[src/rtl/unidade_entrada.sv]
// Input-device controller for the IN instruction: stalls the pipeline, debounces the
// confirm button and delivers the latched switch word for one writeback cycle.
module unidade_entrada #(
    parameter int LARGURA_CHAVES  = 16,
    parameter int DEBOUNCE_CICLOS = 50000,
    parameter int EXTENDE_SINAL   = 0
) (
    input  logic                      clock,
    input  logic                      reset,
    input  logic                      entradaReq,
    input  logic [LARGURA_CHAVES-1:0] chaves,
    input  logic                      botaoConfirma,
    output logic [31:0]               dadosEntrada,
    output logic                      pausa,
    output logic                      entradaPronta,
    output logic [2:0]                estadoEntrada
);

    localparam int LARGURA_CONT = $clog2(DEBOUNCE_CICLOS);
    localparam logic [LARGURA_CONT-1:0] CONT_MAX = LARGURA_CONT'(DEBOUNCE_CICLOS - 1);
    localparam int PREENCHIMENTO = 32 - LARGURA_CHAVES;

    typedef enum logic [2:0] {
        OCIOSO        = 3'd0,
        ESPERA_SOLTAR = 3'd1,
        ESPERA_APERTO = 3'd2,
        ENTREGA       = 3'd3
    } estado_t;

    estado_t                   estado;
    estado_t                   estadoProx;
    logic                      botaoMeta;
    logic                      botaoSinc;
    logic [LARGURA_CHAVES-1:0] chavesMeta;
    logic [LARGURA_CHAVES-1:0] chavesSinc;
    logic [LARGURA_CONT-1:0]   contador;
    logic                      nivelOk;
    logic                      capturar;
    logic [31:0]               chavesExt;

    always_ff @(posedge clock) begin
        if (reset) begin
            botaoMeta  <= 1'b0;
            botaoSinc  <= 1'b0;
            chavesMeta <= '0;
            chavesSinc <= '0;
        end else begin
            botaoMeta  <= botaoConfirma;
            botaoSinc  <= botaoMeta;
            chavesMeta <= chaves;
            chavesSinc <= chavesMeta;
        end
    end

    always_ff @(posedge clock) begin
        if (reset) begin
            estado <= OCIOSO;
        end else begin
            estado <= estadoProx;
        end
    end

    // Abort on a dropped request takes priority over an accepting debounce sample.
    always_comb begin
        estadoProx = estado;
        nivelOk    = 1'b0;
        capturar   = 1'b0;
        case (estado)
            OCIOSO: begin
                if (entradaReq) estadoProx = ESPERA_SOLTAR;
            end
            ESPERA_SOLTAR: begin
                nivelOk = ~botaoSinc;
                if (!entradaReq) estadoProx = OCIOSO;
                else if (nivelOk && contador == CONT_MAX) estadoProx = ESPERA_APERTO;
            end
            ESPERA_APERTO: begin
                nivelOk = botaoSinc;
                if (!entradaReq) begin
                    estadoProx = OCIOSO;
                end else if (nivelOk && contador == CONT_MAX) begin
                    estadoProx = ENTREGA;
                    capturar   = 1'b1;
                end
            end
            ENTREGA: estadoProx = OCIOSO;
            default: estadoProx = OCIOSO;
        endcase
    end

    always_ff @(posedge clock) begin
        if (reset || estadoProx != estado || !nivelOk) begin
            contador <= '0;
        end else if (contador != CONT_MAX) begin
            contador <= contador + 1'b1;
        end
    end

    always_comb begin
        if (EXTENDE_SINAL != 0) begin
            chavesExt = {{PREENCHIMENTO{chavesSinc[LARGURA_CHAVES-1]}}, chavesSinc};
        end else begin
            chavesExt = {{PREENCHIMENTO{1'b0}}, chavesSinc};
        end
    end

    always_ff @(posedge clock) begin
        if (reset) begin
            dadosEntrada <= '0;
        end else if (capturar) begin
            dadosEntrada <= chavesExt;
        end
    end

    always_comb begin
        pausa         = 1'b0;
        entradaPronta = 1'b0;
        estadoEntrada = estado;
        case (estado)
            ESPERA_SOLTAR: pausa = 1'b1;
            ESPERA_APERTO: pausa = 1'b1;
            ENTREGA:       entradaPronta = 1'b1;
            default:       pausa = 1'b0;
        endcase
    end

endmodule

[config.mk]
export PLATFORM = sky130hd
export DESIGN_NAME = unidade_entrada
export DESIGN_NICKNAME = d
export VERILOG_FILES = /design/src/rtl/unidade_entrada.sv
export SDC_FILE = /design/constraint.sdc
export NUM_CORES = 1
export LEC_CHECK = 0
export ABC_AREA = 0
export BUFFER_PORTS_ARGS = -buffer_cell sky130_fd_sc_hd__buf_2
export CELL_PAD_IN_SITES_DETAIL_PLACEMENT = 0
export CELL_PAD_IN_SITES_GLOBAL_PLACEMENT = 1
export CORE_MARGIN = 5
export CORE_UTILIZATION = 40
export DETAILED_ROUTE_END_ITERATION = 6
export GPL_ROUTABILITY_DRIVEN = 0
export PLACE_DENSITY = 0.82
export SLEW_MARGIN = 25
export SYNTH_ARGS = -nofsm -noshare
export SYNTH_HDL_FRONTEND = slang
export SYNTH_SLANG_ARGS = --single-unit
[constraint.sdc]
create_clock -name clock -period 2.3 [get_ports clock]
set_input_delay 0 -clock clock [delete_from_list [all_inputs] [get_ports clock]]
set_output_delay 0 -clock clock [all_outputs]
set_load 0.02 [all_outputs]
==> results.py, run 1 <==
metrics = {
    "run_status": {
        "status": "finished, final reports clean",
    },
    "logic_synthesis": {
        "synth_commonest_cells": "69 x dfxtp_1, 40 x nand2_1, 36 x nor2b_1",
        "synth_area_leaders": "dfxtp_1 53%, nor2b_1 8.7%, nand2_1 5.8%",
        "synth_top_area_cell": "dfxtp_1",
        "async_reset_ff_share_pct": 0,
        "netlist_instances": 270,
        "syn_area_per_cell_um2": 9.62,
        "ys_types": 36,
        "synth-seq-cells": 69,
        "yosys_warnings": 0,
        "synth_most_common_cell": "dfxtp_1",
        "synth_flop_cell": "dfxtp_1",
        "synth_seq_area_share_pct": 53.2,
        "synth_area_mm2": 0.00260,
        "synth_edf_count": 0,
        "yosysTopAreaCellShare_pct": 53.2,
    },
    "routing": {
        "drtAntennaViolNets": 0,
        "post_drt_wl_per_cell_um": 11.3,
        "wirelength_um": 4650,
        "vias": 1864,
        "drt-initial-drc-count": 52,
        "drc": 0,
        "vias_per_cell": 4.51,
        "firstDrtPassIters": 4,
    },
    "power": {
        "worst_ir_drop_vdd_mv": 0.487,
        "p_per_area_mw_per_mm2": 729,
        "power.total_mw": 2.30,
        "power_leakage_nw": 1.28,
    },
    "placement": {
        "dp_hpwl_um": 3140,
        "io_buffers": 40,
    },
    "critical_path": {
        "reg2reg_to": "dadosEntrada[9]",
        "startpoint": "contador[0]",
        "r2r_setup_slack_ns": 0.33,
        "ff2ff_path_depth": 6,
        "path_cells": "ha_1 -> and3_1 -> nand4_2 -> or3_1 -> nand2_1 -> a21oi_1",
        "slowest_stage": "or3_1",
        "cp.arrival_ns": 2.18,
        "crit_type": "reg -> reg",
        "critical_path_required_ns": 2.51,
        "endpoint": "dadosEntrada[9]",
        "cp_max_fo": 16,
        "crit_path_max_incr_delay_ns": 0.63,
        "startpoint_type": "register",
        "worstSetupEndpointType": "register",
        "worstReg2RegStart": "contador[0]",
    },
    "timing": {
        "fin_skew_ns": 0.00699,
        "slew_headroom_pct": 64.6,
        "max_freq_mhz": 508,
        "drv_slew": 0,
        "rsz0062_at_grt": "false",
        "period_needed_ns": 1.97,
        "hold_viol": 0,
        "worst_pin_slew_ns": 0.531,
        "period_share_pct": 85.6,
        "setup_viol": 0,
        "finalSetupTns_ns": 0,
    },
    "clock_tree": {
        "ctsLongestPathBuffers": 2,
        "cts_buffers": 9,
        "cts_tree": "done",
        "cts-htree-levels": 3,
        "path_clk_slew_ns": 0.08,
        "cts_root_buf": "clkbuf_8",
        "clock-sinks": 69,
        "cts_resized": 0,
        "cts_setup_buffers": 0,
        "insertion_delay_ns": 0.34,
    },
    "layout": {
        "post_route_cells_drive_above_1_share_pct": 19.6,
        "nFillCells": 591,
        "fin_nets": 352,
        "n_antenna_cell": 0,
        "syn2layout_area_growth_pct": 21.5,
    },
    "die": {
        "rows": 29,
        "die_x_um": 90.6,
        "die_area_mm2": 0.00821,
        "fp.coreArea_mm2": 0.00635,
        "start_util_pct": 40.9,
        "die_h_um": 90.6,
        "ios": 57,
    },
    "global_route": {
        "grt_first_pass_wirelength_um": 8070,
        "grt_pass1_vias": 1778,
        "grt_usage_pct": 12.2,
        "grt_antenna_before_repair": 0,
        "gr-total-overflow": 0,
        "grt_start_max_net_pins": 52,
    },
    "min_path": {
        "min_from": "entradaReq",
        "min_path_type": "in -> reg",
    },
    "job": {
        "maxCapViolCount": 0,
    },
}
[routing by layer]
layer	GRT usage, %	vias up	part of all wire, %
met1	14.3	843	45
li1	-	972	-
met2	19.4	37	47
met4	7.20	0	2.9
met5	0	-	0
met3	3.83	12	5.3
[repair_timing]
| action | 4_1_cts | 5_1_grt |
|---|---|---|
| hold buffers | 17 | 0 |
| endpoints found under the setup margin | 0 | 0 |
| hold endpoints to repair | 17 | 0 |
[critical path, delay by kind of cell, from the launching register on]
family | cells | cell delay (ns)
AOI/OAI and AO/OA | 1 | 0.07
adders and majority gates | 1 | 0.25
DFF | 1 | 0.37
and+or+nand+nor | 4 | 1.16
[layout make-up]
| class | instances | area, um2 | area share [%] |
|---|---|---|---|
| Sequential cell | 69 | 1380 | 43.7 |
| Multi-Input combinational cell | 188 | 1070 | 34.0 |
| Timing Repair Buffer | 61 | 400 | 12.7 |
| Clock buffer | 9 | 124 | 3.92 |
| Tap cell | 77 | 96.3 | 3.05 |
| Clock inverter | 7 | 73.8 | 2.34 |
| Inverter | 2 | 7.51 | 0.238 |
[cells by family (layout without fill, tap and decap cells)]
family	count (synthesis)	after routing	synth area share (%)
other	1	17	0.144
muxes	2	2	0.770
DFF	69	69	53.2
xor gates and xnor gates	12	12	4.04
AOI/OAI and AO/OA	30	30	6.64
and+or+nand+nor	126	126	27.0
adders and majority gates	1	1	0.481
buffers and inverters	29	79	7.80
[per-stage QoR]
stage / setup WS [ns] / hold slack, ns / util, % / instance area (um2) / cells
after global routing: 0.0928 / 0.0413 / 49.7 / 3160 / 413
after detailed placement: 0.312 / 0.212 / 43.9 / 2790 / 380
after floorplan: 0.479 / 0.128 / - / 2660 / 286
after global placement: 0.372 / 0.208 / 43.9 / 2790 / 380
after CTS: 0.304 / 0.0120 / 49.7 / 3160 / 413
final: 0.332 / 0.0280 / 49.7 / 3160 / 413
[layout by cell type, fill, tap and decap left out, drive strengths merged, types with 2 or more instances in the layout]
master | Yosys | final
xor2 | 8 | 8
nand2 | 40 | 40
xnor2 | 4 | 4
a21oi | 20 | 20
nor2 | 17 | 17
inv | 2 | 3
mux2i | 2 | 2
and4 | 5 | 5
nor2b | 36 | 36
and2 | 3 | 3
clkinv | 0 | 4
dfxtp | 69 | 69
nand3 | 4 | 4
o21bai | 2 | 2
conb | 1 | 17
o21ai | 2 | 2
dlygate4sd3 | 0 | 17
clkbuf | 6 | 9
a31oi | 2 | 2
nor3 | 6 | 6
buf | 21 | 44
nand2b | 3 | 3
nand4 | 6 | 6
[where the power goes]
group	switching, mW	internal (mW)	total, mW
clock	0.454	0.503	0.957
combinational	0.0599	0.0521	0.112
sequential	0.00969	1.22	1.23
total	0.524	1.78	2.30
[worst min path at each step]
stage,to,slack (ns),depth (start not counted)
detailed placement,chavesMeta[0],0.21,2
CTS,contador[4],0.01,3
finish,contador[5],0.03,3
global route,contador[5],0.04,3
floorplan,botaoMeta,0.13,1
global placement,chavesMeta[2],0.21,2
[state kept, by name, summed over array words and instances (netlist names)]
signal,flops
botaoMeta,1
botaoSinc,1
chavesMeta,16
chavesSinc,16
contador,16
dadosEntrada,16
estadoEntrada,3
(Power assumes the default switching activity.)
==> run 2, diff against run 1 <==
--- a/config.mk
+++ b/config.mk
@@ -5,15 +5,16 @@
 export SDC_FILE = /design/constraint.sdc
 export NUM_CORES = 1
 export LEC_CHECK = 0
-export ABC_AREA = 0
+export ABC_AREA = 1
 export BUFFER_PORTS_ARGS = -buffer_cell sky130_fd_sc_hd__buf_2
 export CELL_PAD_IN_SITES_DETAIL_PLACEMENT = 0
 export CELL_PAD_IN_SITES_GLOBAL_PLACEMENT = 1
 export CORE_MARGIN = 5
-export CORE_UTILIZATION = 40
+export CORE_UTILIZATION = 39
 export DETAILED_ROUTE_END_ITERATION = 6
 export GPL_ROUTABILITY_DRIVEN = 0
 export PLACE_DENSITY = 0.82
+export SETUP_SLACK_MARGIN = 0.05
 export SLEW_MARGIN = 25
 export SYNTH_ARGS = -nofsm -noshare
 export SYNTH_HDL_FRONTEND = slang
==> results.py, run 2 <==
metrics = {
    "run_status": {
        "status": "finished, final reports clean",
    },
    "timing": {
        "fin_skew_ns": 0.00796,
        "setup_viol": 0,
        "rsz0062_at_grt": "false",
        "period_share_pct": 79.2,
        "hold_viol": 0,
        "max_freq_mhz": 549,
        "finalSetupTns_ns": 0,
        "drv_slew": 0,
        "period_needed_ns": 1.82,
    },
    "logic_synthesis": {
        "syn_area_per_cell_um2": 7.89,
        "synth_area_leaders": "dfxtp_1 50%, nor2_1 12%, inv_1 7.7%",
        "yosys.area_share.simple_pct": 26.4,
        "synthXorXnorAreaFrac_pct": 4.47,
        "synth-seq-cells": 69,
        "synth_most_common_cell": "nor2_1",
        "async_reset_ff_share_pct": 0,
        "synth_commonest_cells": "86 x nor2_1, 69 x dfxtp_1, 56 x inv_1",
        "synth_compound_area_share_pct": 3.60,
        "synth_edf_count": 0,
        "synth_area_mm2": 0.00275,
        "synthMuxAreaShare_pct": 0,
        "netlist_instances": 348,
        "synth_flop_cell": "dfxtp_1",
        "ys_types": 27,
        "yosys_warnings": 0,
        "synth_top_area_cell": "dfxtp_1",
        "synth_top_family_by_area": "simple AND/OR/NAND/NOR gates",
        "yosysTopAreaCellShare_pct": 50.3,
        "synth_seq_area_share_pct": 50.3,
        "synthAdderAreaFrac_pct": 0.456,
    },
    "critical_path": {
        "reg2reg_to": "dadosEntrada[10]",
        "crit_type": "reg -> reg",
        "ff2ff_path_depth": 10,
        "startpoint_type": "register",
        "cp_max_fo": 17,
        "worstReg2RegStart": "contador[0]",
        "startpoint": "contador[0]",
        "worstSetupEndpointType": "register",
        "r2r_setup_slack_ns": 0.48,
        "critical_path_required_ns": 2.54,
        "cp.arrival_ns": 2.06,
    },
    "min_path": {
        "min_from": "entradaReq",
        "whs_endpoint": "estadoEntrada[0]",
        "min_path_type": "in -> reg",
        "whs_path_depth": 5,
    },
    "placement": {
        "dp.cells": 477,
        "dp_hpwl_um": 3610,
        "io_buffers": 40,
    },
    "power": {
        "worst_ir_drop_vdd_mv": 0.313,
        "power_leakage_nw": 1.61,
        "p_per_area_mw_per_mm2": 706,
    },
    "clock_tree": {
        "cts_buffers": 9,
        "insertion_delay_ns": 0.35,
        "cts_resized": 0,
        "cts-htree-levels": 3,
        "cts_setup_buffers": 0,
        "clock-sinks": 69,
        "cts_root_buf": "clkbuf_8",
        "ctsLongestPathBuffers": 2,
        "path_clk_slew_ns": 0.08,
        "cts_tree": "done",
    },
    "layout": {
        "fin_nets": 430,
        "layout_common_cells": "86 x nor2_1, 69 x dfxtp_1, 56 x inv_1",
        "post_route_cells_drive_above_1_share_pct": 21.5,
        "final_cells": 510,
        "n_antenna_cell": 0,
        "layout.cells.most_common": "nor2_1",
        "syn2layout_area_growth_pct": 21.7,
    },
    "global_route": {
        "grtUsageMet3_pct": 4.73,
        "grt_start_max_net_pins": 22,
        "met2_usage_pct": 20.3,
        "top_usage_layer": "met2",
        "grt_antenna_before_repair": 0,
        "grt.met1_usage_pct": 16.0,
        "gr-total-overflow": 0,
        "grt_first_pass_wirelength_um": 8890,
        "grt_pass1_vias": 1976,
        "grt_usage_pct": 13.0,
    },
    "die": {
        "fp.coreArea_mm2": 0.00683,
        "die_x_um": 93.9,
        "start_util_pct": 40.2,
        "ios": 57,
        "die_area_mm2": 0.00882,
        "rows": 30,
        "die_h_um": 93.9,
    },
    "routing": {
        "drc": 0,
        "vias": 2039,
        "post_drt_wl_per_cell_um": 10.2,
        "vias_per_cell": 4.00,
        "drt-initial-drc-count": 85,
        "drtAntennaViolNets": 0,
        "wirelength_um": 5220,
        "firstDrtPassIters": 4,
    },
    "job": {
        "maxCapViolCount": 0,
    },
}
==> run 2: where the power goes <==
part / switching, mW / internal [mW] / leakage [nW]
sequential: 0.00967 / 1.22 / 0.564
clock: 0.492 / 0.517 / 0.0984
combinational: 0.0703 / 0.0471 / 0.952
total: 0.572 / 1.79 / 1.61
==> run 2: critical path, cell delays in order (launching register included) <==
cell     delay (ns)
dfxtp_1        0.38
ha_1           0.19
nand2_1        0.08
inv_1          0.10
nand2_2        0.07
nor2_4         0.12
nand3_2        0.11
nor2_4         0.28
inv_2          0.20
nor2_1         0.14
nor2_1         0.05
==> run 2: metal layers <==
metal  vias to the layer above  routed length [um]
met2                        47                2350
met3                         8                 291
li1                       1114                   -
met1                       870                2500
met4                         0                  86
met5                         -                   0
==> run 2: kinds of logic (layout without fill, tap and decap cells) <==
group                    after synthesis  count (layout)
flip-flops                            69              69
XOR/XNOR                              14              14
other                                  1              17
buffers and inverters                 86             136
adder cells (fa/ha/maj)                1               1
AO/OA/AOI/OAI                         19              19
AND/OR/NAND/NOR                      158             158
==> run 2: stage by stage <==
stage	worst slack (ns)	util, %	instance area (um2)	power [mW]	hold slack, ns
after floorplan	0.554	-	2810	1.35	0.107
after global placement	0.529	43.4	2960	1.36	0.202
after detailed placement	0.474	43.4	2960	1.36	0.206
after CTS	0.460	48.9	3340	2.39	0.00986
after global routing	0.225	48.9	3340	2.47	0.0643
final	0.477	48.9	3340	2.36	0.0321
==> run 2: cell type report <==
type	count	area, um2
flip-flops and latches	69	1380
clock inverters	7	82.6
repair buffers	58	378
inverters	62	233
multi-input cells	209	1020
clock buffers	9	124
well taps	96	120
fillers	693	3490
==> run 2: what timing repair did <==
| action | 4_1_cts | 5_1_grt |
|---|---|---|
| endpoints found under the hold margin | 17 | 0 |
| hold buffers | 17 | 0 |
| setup endpoints to repair | 0 | 0 |
==> run 2: worst max-delay path by stage <==
| stage | endpoint | slack (ns) | cells past startpoint |
|---|---|---|---|
| detailed placement | dadosEntrada[10] | 0.47 | 10 |
| CTS | dadosEntrada[10] | 0.46 | 10 |
| floorplan | contador[6] | 0.55 | 12 |
| finish | dadosEntrada[10] | 0.48 | 10 |
| global placement | dadosEntrada[6] | 0.53 | 10 |
| global route | dadosEntrada[1] | 0.23 | 10 |
==> run 3, diff against run 2 <==
==> constraint.sdc (replaced) <==
create_clock -name clock -period 1.85 [get_ports clock]
set_input_delay 0 -clock clock [delete_from_list [all_inputs] [get_ports clock]]
set_output_delay 0 -clock clock [all_outputs]
set_load 0.02 [all_outputs]
==> results.py, run 3 (same netlist as run 2, synthesis figures left out) <==
metrics = {
    "timing": {
        "finalSetupTns_ns": 0,
        "period_needed_ns": 1.62,
        "hold_viol": 0,
        "fin_skew_ns": 0.0114,
        "setup_ws_ns": 0.231,
        "drv_slew": 0,
        "period_share_pct": 87.5,
        "setup_viol": 0,
        "max_freq_mhz": 618,
        "rsz0062_at_grt": "false",
    },
    "power": {
        "worst_ir_drop_vdd_mv": 0.725,
        "power.total_mw": 3.04,
        "p_per_area_mw_per_mm2": 884,
        "power_leakage_nw": 1.64,
    },
    "die": {
        "start_util_pct": 40.2,
        "die_area_mm2": 0.00882,
        "die_h_um": 93.9,
        "rows": 30,
        "die_x_um": 93.9,
        "ios": 57,
        "fp.coreArea_mm2": 0.00683,
    },
    "global_route": {
        "gr-total-overflow": 0,
        "grt_antenna_before_repair": 0,
        "grt_first_pass_wirelength_um": 8710,
        "grt_pass1_vias": 1961,
        "grt_start_max_net_pins": 24,
        "grt_usage_pct": 12.8,
    },
    "routing": {
        "drtAntennaViolNets": 0,
        "firstDrtPassIters": 4,
        "vias_per_cell": 4.11,
        "drc": 0,
        "wirelength_um": 5360,
        "post_drt_wl_per_cell_um": 10.4,
        "drt-initial-drc-count": 66,
        "vias": 2107,
    },
    "layout": {
        "final_cells": 513,
        "layout_common_cells": "84 x nor2_1, 66 x dfxtp_1, 54 x inv_1",
        "n_antenna_cell": 0,
        "fin_nets": 433,
        "syn2layout_area_growth_pct": 25.3,
        "layout.cells.most_common": "nor2_1",
        "post_route_cells_drive_above_1_share_pct": 24.7,
    },
    "critical_path": {
        "reg2reg_to": "contador[14]",
        "ff2ff_path_depth": 9,
        "path_cells": "ha_4 -> nand2_2 -> nor3_2 -> nand2_1 -> nor2_2 -> nand4_1 -> xnor2_1 -> inv_1 -> nor2_2",
        "worstSetupEndpointType": "register",
        "r2r_setup_slack_ns": 0.23,
        "slowest_stage": "dfxtp_2",
        "startpoint_type": "register",
        "worstReg2RegStart": "contador[0]",
        "crit_top_cell": "nor2_2",
        "cp_max_fo": 3,
        "critical_path_required_ns": 2.14,
        "crit_path_max_incr_delay_ns": 0.37,
        "crit_type": "reg -> reg",
        "cp.arrival_ns": 1.91,
    },
    "min_path": {
        "min_path_type": "in -> reg",
        "min_from": "reset",
        "whs_endpoint": "chavesSinc[7]",
        "whs_path_depth": 2,
    },
    "clock_tree": {
        "cts_root_buf": "clkbuf_8",
        "ctsLongestPathBuffers": 2,
        "clock-sinks": 69,
        "cts_buffers": 9,
        "path_clk_slew_ns": 0.07,
        "cts-htree-levels": 3,
        "insertion_delay_ns": 0.35,
        "cts_setup_buffers": 0,
        "cts_tree": "done",
    },
    "placement": {
        "io_buffers": 40,
        "dp.cells": 479,
        "dp_hpwl_um": 3610,
        "post-place-ws_ns": 0.0611,
    },
    "job": {
        "maxCapViolCount": 0,
    },
    "run_status": {
        "status": "finished, final reports clean",
    },
}
==> run 3: worst max path at each step <==
| stage | start | to | depth (start not counted) |
|---|---|---|---|
| finish | contador[0] | contador[14] | 9 |
| global route | estadoEntrada[2] | contador[15] | 10 |
| CTS | contador[0] | contador[4] | 14 |
| detailed placement | contador[0] | contador[1] | 14 |
| global placement | contador[0] | contador[0] | 12 |
| floorplan | estadoEntrada[0] | contador[6] | 12 |
==> run 3: cell type report <==
cell class | instances | area [um2]
inverter | 62 | 233
multi-input combinational | 210 | 1090
clock inverter | 6 | 86.3
sequential | 69 | 1390
clock buffer | 10 | 138
tap | 96 | 120
fill | 665 | 3390
timing repair buffer | 60 | 393
==> run 3: layer usage <==
metal	vias up	track usage (%)	part of all wire [%]
met2	50	20.1	45
met4	0	4.33	1.1
li1	1118	-	-
met1	934	15.1	48
met3	5	6.25	5.7
met5	-	0	0
==> run 3: worst max-delay path: cells and delay by family, from the launching register on <==
kind                     cells  cell delay [ns]
XOR/XNOR                     1             0.16
adder cells (fa/ha/maj)      1             0.15
buffers and inverters        1             0.06
flip-flops                   1             0.37
AND/OR/NAND/NOR              6             0.83
==> run 3: stage by stage <==
step,cell area (um2),utilization (%),hold slack (ns)
3_3_place_gp,2980,43.6,0.200
6_report,3440,50.4,0.0217
4_1_cts,3380,49.5,0.00496
2_1_floorplan,2810,-,0.107
3_5_place_dp,2980,43.6,0.209
5_1_grt,3440,50.4,0.0112
==> run 3: timing repair <==
action                                  in CTS  in global routing
endpoints found under the setup margin       2                 16
cloned                                       0                  1
hold endpoints to repair                    17                  0
gates resized for setup                      1                 15
hold buffers                                17                  0
pin swaps                                    0                  2
==> run 3: where the power goes <==
group / total [mW] / switching, mW / internal (mW) / leakage (nW)
registers: 1.53 / 0.0111 / 1.52 / 0.565
logic: 0.154 / 0.0948 / 0.0595 / 0.958
clock network: 1.36 / 0.563 / 0.793 / 0.112
total: 3.04 / 0.669 / 2.37 / 1.64
